[config.mk]
export PLATFORM = sky130hd
export DESIGN_NAME = reg_dump_uart_tx
export DESIGN_NICKNAME = d
export VERILOG_FILES = /design/src/rtl/reg_dump_uart_tx.sv
export SDC_FILE = /design/constraint.sdc
export NUM_CORES = 1
export LEC_CHECK = 0
export BUFFER_PORTS_ARGS = -buffer_cell sky130_fd_sc_hd__buf_2
export CORE_UTILIZATION = 37
export CTS_CLUSTER_DIAMETER = 60
export DETAILED_ROUTE_END_ITERATION = 6
export PLACE_DENSITY_LB_ADDON = 0.15
export SYNTH_ARGS = -nofsm -noshare
export SYNTH_HDL_FRONTEND = slang
export SYNTH_SLANG_ARGS = --single-unit
[constraint.sdc]
create_clock -name clk -period 3.75 [get_ports clk]
set_input_delay 0 -clock clk [delete_from_list [all_inputs] [get_ports clk]]
set_output_delay 0 -clock clk [all_outputs]
set_load 0.005 [all_outputs]
[src/rtl/reg_dump_uart_tx.sv]
// Register-dump UART 8N1 transmitter: one accepted request snapshots R0..R3
// and sends a frame of SYNC_BYTE, r0, r1, r2, r3, checksum with no inter-byte gap.
module reg_dump_uart_tx #(
  parameter int unsigned CLKS_PER_BIT = 434,
  parameter logic [7:0]  SYNC_BYTE    = 8'hA5
) (
  input  logic       clk,
  input  logic       rst,
  input  logic       dump_req,
  input  logic [7:0] r0view,
  input  logic [7:0] r1view,
  input  logic [7:0] r2view,
  input  logic [7:0] r3view,
  output logic       tx,
  output logic       busy,
  output logic       done,
  output logic       overrun
);

  localparam int unsigned CNT_W     = (CLKS_PER_BIT > 1) ? $clog2(CLKS_PER_BIT) : 1;
  localparam int unsigned BYTE_W    = 8;
  localparam int unsigned IDX_W     = 3;
  localparam int unsigned SHADOW_N  = 5;
  localparam logic [CNT_W-1:0] CNT_LAST  = CNT_W'(CLKS_PER_BIT - 1);
  localparam logic [IDX_W-1:0] LAST_BYTE = IDX_W'(SHADOW_N);
  localparam logic [IDX_W-1:0] LAST_BIT  = IDX_W'(BYTE_W - 1);

  typedef enum logic [1:0] {
    S_IDLE  = 2'd0,
    S_START = 2'd1,
    S_DATA  = 2'd2,
    S_STOP  = 2'd3
  } state_e;

  state_e                            state_q,    state_d;
  logic [CNT_W-1:0]                  clk_cnt_q,  clk_cnt_d;
  logic [IDX_W-1:0]                  bit_cnt_q,  bit_cnt_d;
  logic [IDX_W-1:0]                  byte_idx_q, byte_idx_d;
  logic [SHADOW_N-1:0][BYTE_W-1:0]   shadow_q,   shadow_d;
  logic                              tx_q,       tx_d;
  logic                              busy_q,     busy_d;
  logic                              done_q,     done_d;
  logic                              overrun_q,  overrun_d;

  logic [BYTE_W-1:0] csum_c;
  logic [BYTE_W-1:0] cur_byte_c;
  logic [IDX_W-1:0]  nxt_bit_c;
  logic              bit_end_c;

  assign csum_c    = r0view + r1view + r2view + r3view;
  assign bit_end_c = (clk_cnt_q == CNT_LAST);
  assign nxt_bit_c = bit_cnt_q + IDX_W'(1);

  // Byte currently on the wire: index 0 is the sync byte, 1..5 come from the shadow.
  always_comb begin
    cur_byte_c = SYNC_BYTE;
    case (byte_idx_q)
      3'd1:    cur_byte_c = shadow_q[0];
      3'd2:    cur_byte_c = shadow_q[1];
      3'd3:    cur_byte_c = shadow_q[2];
      3'd4:    cur_byte_c = shadow_q[3];
      3'd5:    cur_byte_c = shadow_q[4];
      default: cur_byte_c = SYNC_BYTE;
    endcase
  end

  always_comb begin
    state_d    = state_q;
    clk_cnt_d  = clk_cnt_q;
    bit_cnt_d  = bit_cnt_q;
    byte_idx_d = byte_idx_q;
    shadow_d   = shadow_q;
    tx_d       = tx_q;
    busy_d     = busy_q;
    done_d     = 1'b0;
    overrun_d  = dump_req & busy_q;

    case (state_q)
      S_IDLE: begin
        tx_d   = 1'b1;
        busy_d = 1'b0;
        if (dump_req) begin
          shadow_d   = {csum_c, r3view, r2view, r1view, r0view};
          state_d    = S_START;
          tx_d       = 1'b0;
          busy_d     = 1'b1;
          clk_cnt_d  = '0;
          bit_cnt_d  = '0;
          byte_idx_d = '0;
        end
      end

      S_START: begin
        if (bit_end_c) begin
          clk_cnt_d = '0;
          bit_cnt_d = '0;
          state_d   = S_DATA;
          tx_d      = cur_byte_c[0];
        end else begin
          clk_cnt_d = clk_cnt_q + CNT_W'(1);
        end
      end

      S_DATA: begin
        if (bit_end_c) begin
          clk_cnt_d = '0;
          if (bit_cnt_q == LAST_BIT) begin
            state_d = S_STOP;
            tx_d    = 1'b1;
          end else begin
            bit_cnt_d = nxt_bit_c;
            tx_d      = cur_byte_c[nxt_bit_c];
          end
        end else begin
          clk_cnt_d = clk_cnt_q + CNT_W'(1);
        end
      end

      S_STOP: begin
        if (bit_end_c) begin
          clk_cnt_d = '0;
          // Next start bit follows the stop bit directly.
          if (byte_idx_q < LAST_BYTE) begin
            byte_idx_d = byte_idx_q + IDX_W'(1);
            state_d    = S_START;
            tx_d       = 1'b0;
          end else begin
            state_d = S_IDLE;
            tx_d    = 1'b1;
            busy_d  = 1'b0;
            done_d  = 1'b1;
          end
        end else begin
          clk_cnt_d = clk_cnt_q + CNT_W'(1);
        end
      end

      default: begin
        state_d = S_IDLE;
        tx_d    = 1'b1;
        busy_d  = 1'b0;
      end
    endcase
  end

  always_ff @(posedge clk) begin
    if (rst) begin
      state_q    <= S_IDLE;
      clk_cnt_q  <= '0;
      bit_cnt_q  <= '0;
      byte_idx_q <= '0;
      shadow_q   <= '0;
      tx_q       <= 1'b1;
      busy_q     <= 1'b0;
      done_q     <= 1'b0;
      overrun_q  <= 1'b0;
    end else begin
      state_q    <= state_d;
      clk_cnt_q  <= clk_cnt_d;
      bit_cnt_q  <= bit_cnt_d;
      byte_idx_q <= byte_idx_d;
      shadow_q   <= shadow_d;
      tx_q       <= tx_d;
      busy_q     <= busy_d;
      done_q     <= done_d;
      overrun_q  <= overrun_d;
    end
  end

  assign tx      = tx_q;
  assign busy    = busy_q;
  assign done    = done_q;
  assign overrun = overrun_q;

endmodule

# After elaboration in Yosys (flattened, before gate mapping)
# Cells that the tools add are included.
dict set report op_classes {
  eq_ne 18
  reduce_logical 11
  mux 32
  n_bitwise 3
  addsub 6
  magnitude_cmp 2
}
# cell count
set ops {}
lappend ops {{case mux 8 bit (5 select lines)} 1}
lappend ops {{adder 8 bit} 3}
lappend ops {{two-way mux 3 bit} 6}
lappend ops {{two-way mux 9 bit} 2}
lappend ops {{case mux 9 bit (2 select lines)} 1}
lappend ops {{!= test 2 bit, second input constant} 8}
lappend ops {{two-way mux 1 bit} 11}
lappend ops {{two-way mux 2 bit} 5}
lappend ops {{AND reduction 5 bit} 2}
lappend ops {{adder 9 x 1 -> 9 bit, second input constant} 1}
lappend ops {{equality test 3 bit, second input constant} 3}
lappend ops {{equality test 9 bit, second input constant} 1}
lappend ops {{case mux 3 bit (3 select lines)} 1}
lappend ops {{case mux 2 bit (4 select lines)} 1}
lappend ops {{adder 3 x 1 -> 3 bit, second input constant} 2}
lappend ops {{equality test 3 x 2 -> 1 bit, second input constant} 2}
lappend ops {{case mux 3 bit (2 select lines)} 1}
lappend ops {{AND reduction 3 bit} 2}
lappend ops {{OR reduction 3 bit} 2}
lappend ops {{equality test 2 bit, second input constant} 2}
lappend ops {{< comparator 3 x 4 -> 1 bit, second input constant} 1}
lappend ops {{case mux 1 bit (4 select lines)} 1}
lappend ops {{AND reduction 4 bit} 1}
lappend ops {{binary-select mux 1 bit (select 3 bit)} 1}
lappend ops {{10 further kinds} 11}
dict set report totals {
  ff_bits 61
  in_bits 35
}

# Depth between registers and ports, before layout
dict set report logic_depth {
  word_depth 7
  ltp_mapped 13
}

# Least setup slack after synthesis
# OpenSTA, ideal clock, no wires.
dict set report synth_path {
  path_kind {input port to flip-flop}
  startpoint {input r0view[1]}
  endpoint {register shadow_q[39] (netlist bit)}
  required_ps 3664
  arrival_ps 2345
  path_slack_ps 1319
  path_stages 13
  path_cell_list {inv_1 -> fa_1 -> fa_1 -> inv_1 -> ha_1 -> inv_1 -> fa_1 -> nor2b_1 -> o21ai_0 -> nand2b_1 -> a31oi_1 -> xnor2_1 -> a211oi_1}
}
dict set report synth_via {
  elab_chain_len 3
}
# element line_no
set synth_rtl {}
lappend synth_rtl {{start: declaration} 10} ;# input logic [7:0] r0view,
lappend synth_rtl {{adder 8 bit (3 in a row)} 50} ;# assign csum_c = r0view + r1view + r2view + r3view;
lappend synth_rtl {{end signal: assignment} 162} ;# shadow_q <= shadow_d;
lappend synth_rtl {{end: declaration} 39} ;# logic [SHADOW_N-1:0][BYTE_W-1:0] shadow_q, shadow_d;
# No other way between the ends.
# A chain may end at the register's enable or synchronous reset.

# Worst setup path after layout
# Same ends and word-level chain as after synthesis.

==> impl_metrics.env <==
export IMPL_cts_hold_repair_buffers=33
export IMPL_reg2regPathDepth=7
export IMPL_dp_hpwl_um=6249
export IMPL_critical_path_cell_chain="dlygate4sd3_1, buf_2, inv_1, fa_1, fa_1, inv_1, ha_1, inv_1, fa_1, nor2b_1, o21ai_0, nand2b_1, a31oi_1, xnor2_1, a211oi_1"
export IMPL_yosysWarnings=0
export IMPL_reg2reg_setup_slack_ns=1.42
export IMPL_cellPowerDensity_nw_per_um2=533.3
export IMPL_post_drt_wl_per_cell_um=14.16
export IMPL_final_common_cell="nand2_1"
export IMPL_fin_skew_ns=0.006605
export IMPL_leakage_nw=1.786
export IMPL_design_final_nets=560
export IMPL_hp_class="input pin to register"
export IMPL_clockRootBuffer="clkbuf_8"
export IMPL_syn_area_um2=3581
export IMPL_final_fill_count=913
export IMPL_routed_wl_um=8822
export IMPL_final_setup_viol_count=0
export IMPL_largest_driver_fanout_on_the_critical_path=2
export IMPL_postSynthNetCount=500
export IMPL_final_hold_worst_slack_ns=0.3309
export IMPL_hold_viol_final=0
export IMPL_worstPathRequired_ns=3.99
export IMPL_clock_tree_buffer_depth=2
export IMPL_seq_area_frac_synth_pct=34.10
export IMPL_htree_levels=3
export IMPL_setup_ws_ns=0.8739
export IMPL_asyncSetResetFlopFracSynth_pct=0
export IMPL_ant_nets=0
export IMPL_hold_path_depth=2
export IMPL_min_to="state_q[1]$_SDFFE_PP0P_"
export IMPL_synthDistinctLibCells=54
export IMPL_drt_pre_antenna_iters=4
export IMPL_grt_start_max_net_pins=58
export IMPL_timing_max_cap_violations=0
export IMPL_signed_area_change_from_the_synthesized_netlist_to_the_final_layout_pct=22.22
export IMPL_initial_cell_density_of_the_core_pct=38.39
export IMPL_finalWorstPathRequiredPeriod_ns=2.876
export IMPL_synthCells=430
export IMPL_grt_overflow=0
export IMPL_timing_hold_worst_start="rst"
export IMPL_clkSinkCount=61
export IMPL_cts_tree="done"
export IMPL_critical_path_source_type="input pin"
export IMPL_worst_r2r_startpoint="byte_idx_q[0]$_SDFFE_PP0P_"
export IMPL_number_of_vias_after_detailed_routing=3069
export IMPL_worst_setup_path_end_kind="register"
export IMPL_filler_free_cell_count_of_the_finished_design=623
export IMPL_yosys_most_used_dff="dfxtp_1"
export IMPL_worst_slew_pin_slew_ns=1.079
export IMPL_grt_antenna_before_repair=0
export IMPL_run_status="finished clean"
export IMPL_dp_slack_ns=1.043
export IMPL_drt_drc_violations_left=0
export IMPL_area_enclosed_by_the_die_boundary_um2=10080
export IMPL_synthesis_area_per_instance_um2=8.328
export IMPL_timing_setup_tns_ns=0
export IMPL_top_level_ports=39
export IMPL_signal_arrival_time_at_the_worst_endpoint_ns=3.12
export IMPL_antenna_cells_inserted=0
export IMPL_fin_crit_sh_pct=76.70
export IMPL_buffer_ports_inserted=38
export IMPL_fmax_mhz=347.7
export IMPL_rsz0062_at_grt="false"
export IMPL_vdd_ir_drop_worst_uv=204.6
export IMPL_fp_rows=35
export IMPL_synth_seq_cells=61
export IMPL_crit_type="input pin to register"
export IMPL_grt_use_total_pct=19.30
export IMPL_die_w_um=100.4
export IMPL_cts_resized=0
export IMPL_synth_enable_flop_cells=0
export IMPL_setup_repair_bufs_after_cts=0
export IMPL_finalWeightedCongestion=0.8103
export IMPL_slew_headroom_pct=28.04
export IMPL_global_route_wire_length_before_repair_um=14850
export IMPL_detail_route_iter0_violations=109
export IMPL_first_global_vias=3030
export IMPL_timing_max_transition_violations_final=0
export IMPL_worst_skew_pair_late_latency_ns=0.33
export IMPL_core_um2=9328
export IMPL_placed_cells_incl_taps=575
export IMPL_cts_inserted_buffers=9
export IMPL_vertical_extent_of_the_die_um=100.4
export IMPL_detail_route_vias_per_cell=4.926
export IMPL_worst_path_max_delay_cell="fa_1"
export IMPL_drive_gt1_share_pct=13.56
export IMPL_layout_cells_most_common_list="nand2_1, dfxtp_1, a21oi_1"
export IMPL_critPathMaxStageDelay_ns=0.56
export IMPL_clkSlewWorstSetupHoldPaths_ns=0.07
export IMPL_rr_endpoint="tx$_SDFFE_PP1P_"
[stage by stage]
step	utilization, %	cell area [um^2]	power, mW
floorplan	-	3581	1.518
global placement	41.25	3847	1.723
detailed placement	41.25	3847	1.740
CTS	46.92	4377	2.368
global route	46.92	4377	2.523
finish	46.92	4377	2.334
[how the worst max path moves through the flow]
stage / slack [ns] / depth (start not counted) / endpoint / startpoint
2_1_floorplan: 1.32 / 13 / shadow_q[39]$_SDFFE_PP0P_ / r0view[1]
3_3_place_gp: 1.12 / 14 / shadow_q[39]$_SDFFE_PP0P_ / r0view[1]
3_5_place_dp: 1.04 / 14 / shadow_q[39]$_SDFFE_PP0P_ / r0view[1]
4_1_cts: 0.88 / 15 / shadow_q[39]$_SDFFE_PP0P_ / r0view[1]
5_1_grt: 0.71 / 15 / shadow_q[39]$_SDFFE_PP0P_ / r0view[1]
6_report: 0.87 / 15 / shadow_q[39]$_SDFFE_PP0P_ / r0view[1]
[flip-flops by register name, indices dropped and copies added, names as in the netlist]
signal	cells
bit_cnt_q	3
state_q	2
busy	1
shadow_q	40
clk_cnt_q	9
byte_idx_q	3
tx	1
overrun	1
done	1
[synthesized netlist by cell type, types with 2 or more instances]
library cell,number,area (um^2)
o211ai_1,2,15.01
inv_1,32,120.1
a221oi_1,3,26.28
a22o_1,3,26.28
xor2_1,6,52.55
fa_1,14,280.3
o31ai_1,2,15.01
nor4_1,3,18.77
nor3_1,5,25.02
nand2_1,85,319.1
dfxtp_1,61,1221
buf_1,2,7.510
a211oi_1,5,37.54
ha_1,21,262.8
xnor2_1,9,78.83
a21oi_1,50,250.2
nand3b_1,3,22.52
nor2b_1,7,43.79
a221o_1,2,20.02
nand3_1,9,45.04
nand4_1,4,25.02
nor2_1,24,90.09
nand2b_1,5,31.28
mux2i_1,6,60.06
buf_2,5,25.02
clkbuf_1,17,63.81
and2_1,4,25.02
a22oi_1,6,45.04
o21ai_0,8,40.04
a21oi_4,2,32.53
a21o_1,2,15.01
[power by group]
group | internal [mW] | switching, mW
Clock | 0.337 | 0.256
Combinational | 0.369 | 0.520
Sequential | 0.769 | 0.0833
Total | 1.48 | 0.859
[cell type report]
class / count / area, um^2 / area share (%)
timing repair buffer: 74 / 543.0 / 12.41
tap: 129 / 161.4 / 3.688
sequential: 61 / 1221 / 27.90
inverter: 32 / 120.1 / 2.744
multi-input combinational: 312 / 2132 / 48.71
clock inverter: 4 / 47.55 / 1.086
clock buffer: 11 / 151.4 / 3.459
[cell families after synthesis]
group,after synthesis,share of synthesized area [%]
fa+ha+maj,35,15.16
flops,61,34.10
mux,7,1.992
xor+xnor,15,3.669
compound gates,98,18.55
buf+inv,57,6.359
simple gates,157,20.16
[per-layer routing]
metal	part of all wire (%)	GRT usage, %
met5	0	0
met3	2.9	4.875
met1	46	24.44
met4	0.43	4.571
met2	50	32.88
[critical path: cells and delay by family]
| family | cells | cell delay, ns |
|---|---|---|
| adders and majority gates | 4 | 1.51 |
| buffers and inverters | 5 | 0.80 |
| AOI/OAI and AO/OA | 3 | 0.41 |
| xor gates and xnor gates | 1 | 0.14 |
| and+or+nand+nor | 2 | 0.25 |
Note: power is estimated with default switching activity, not from simulation.
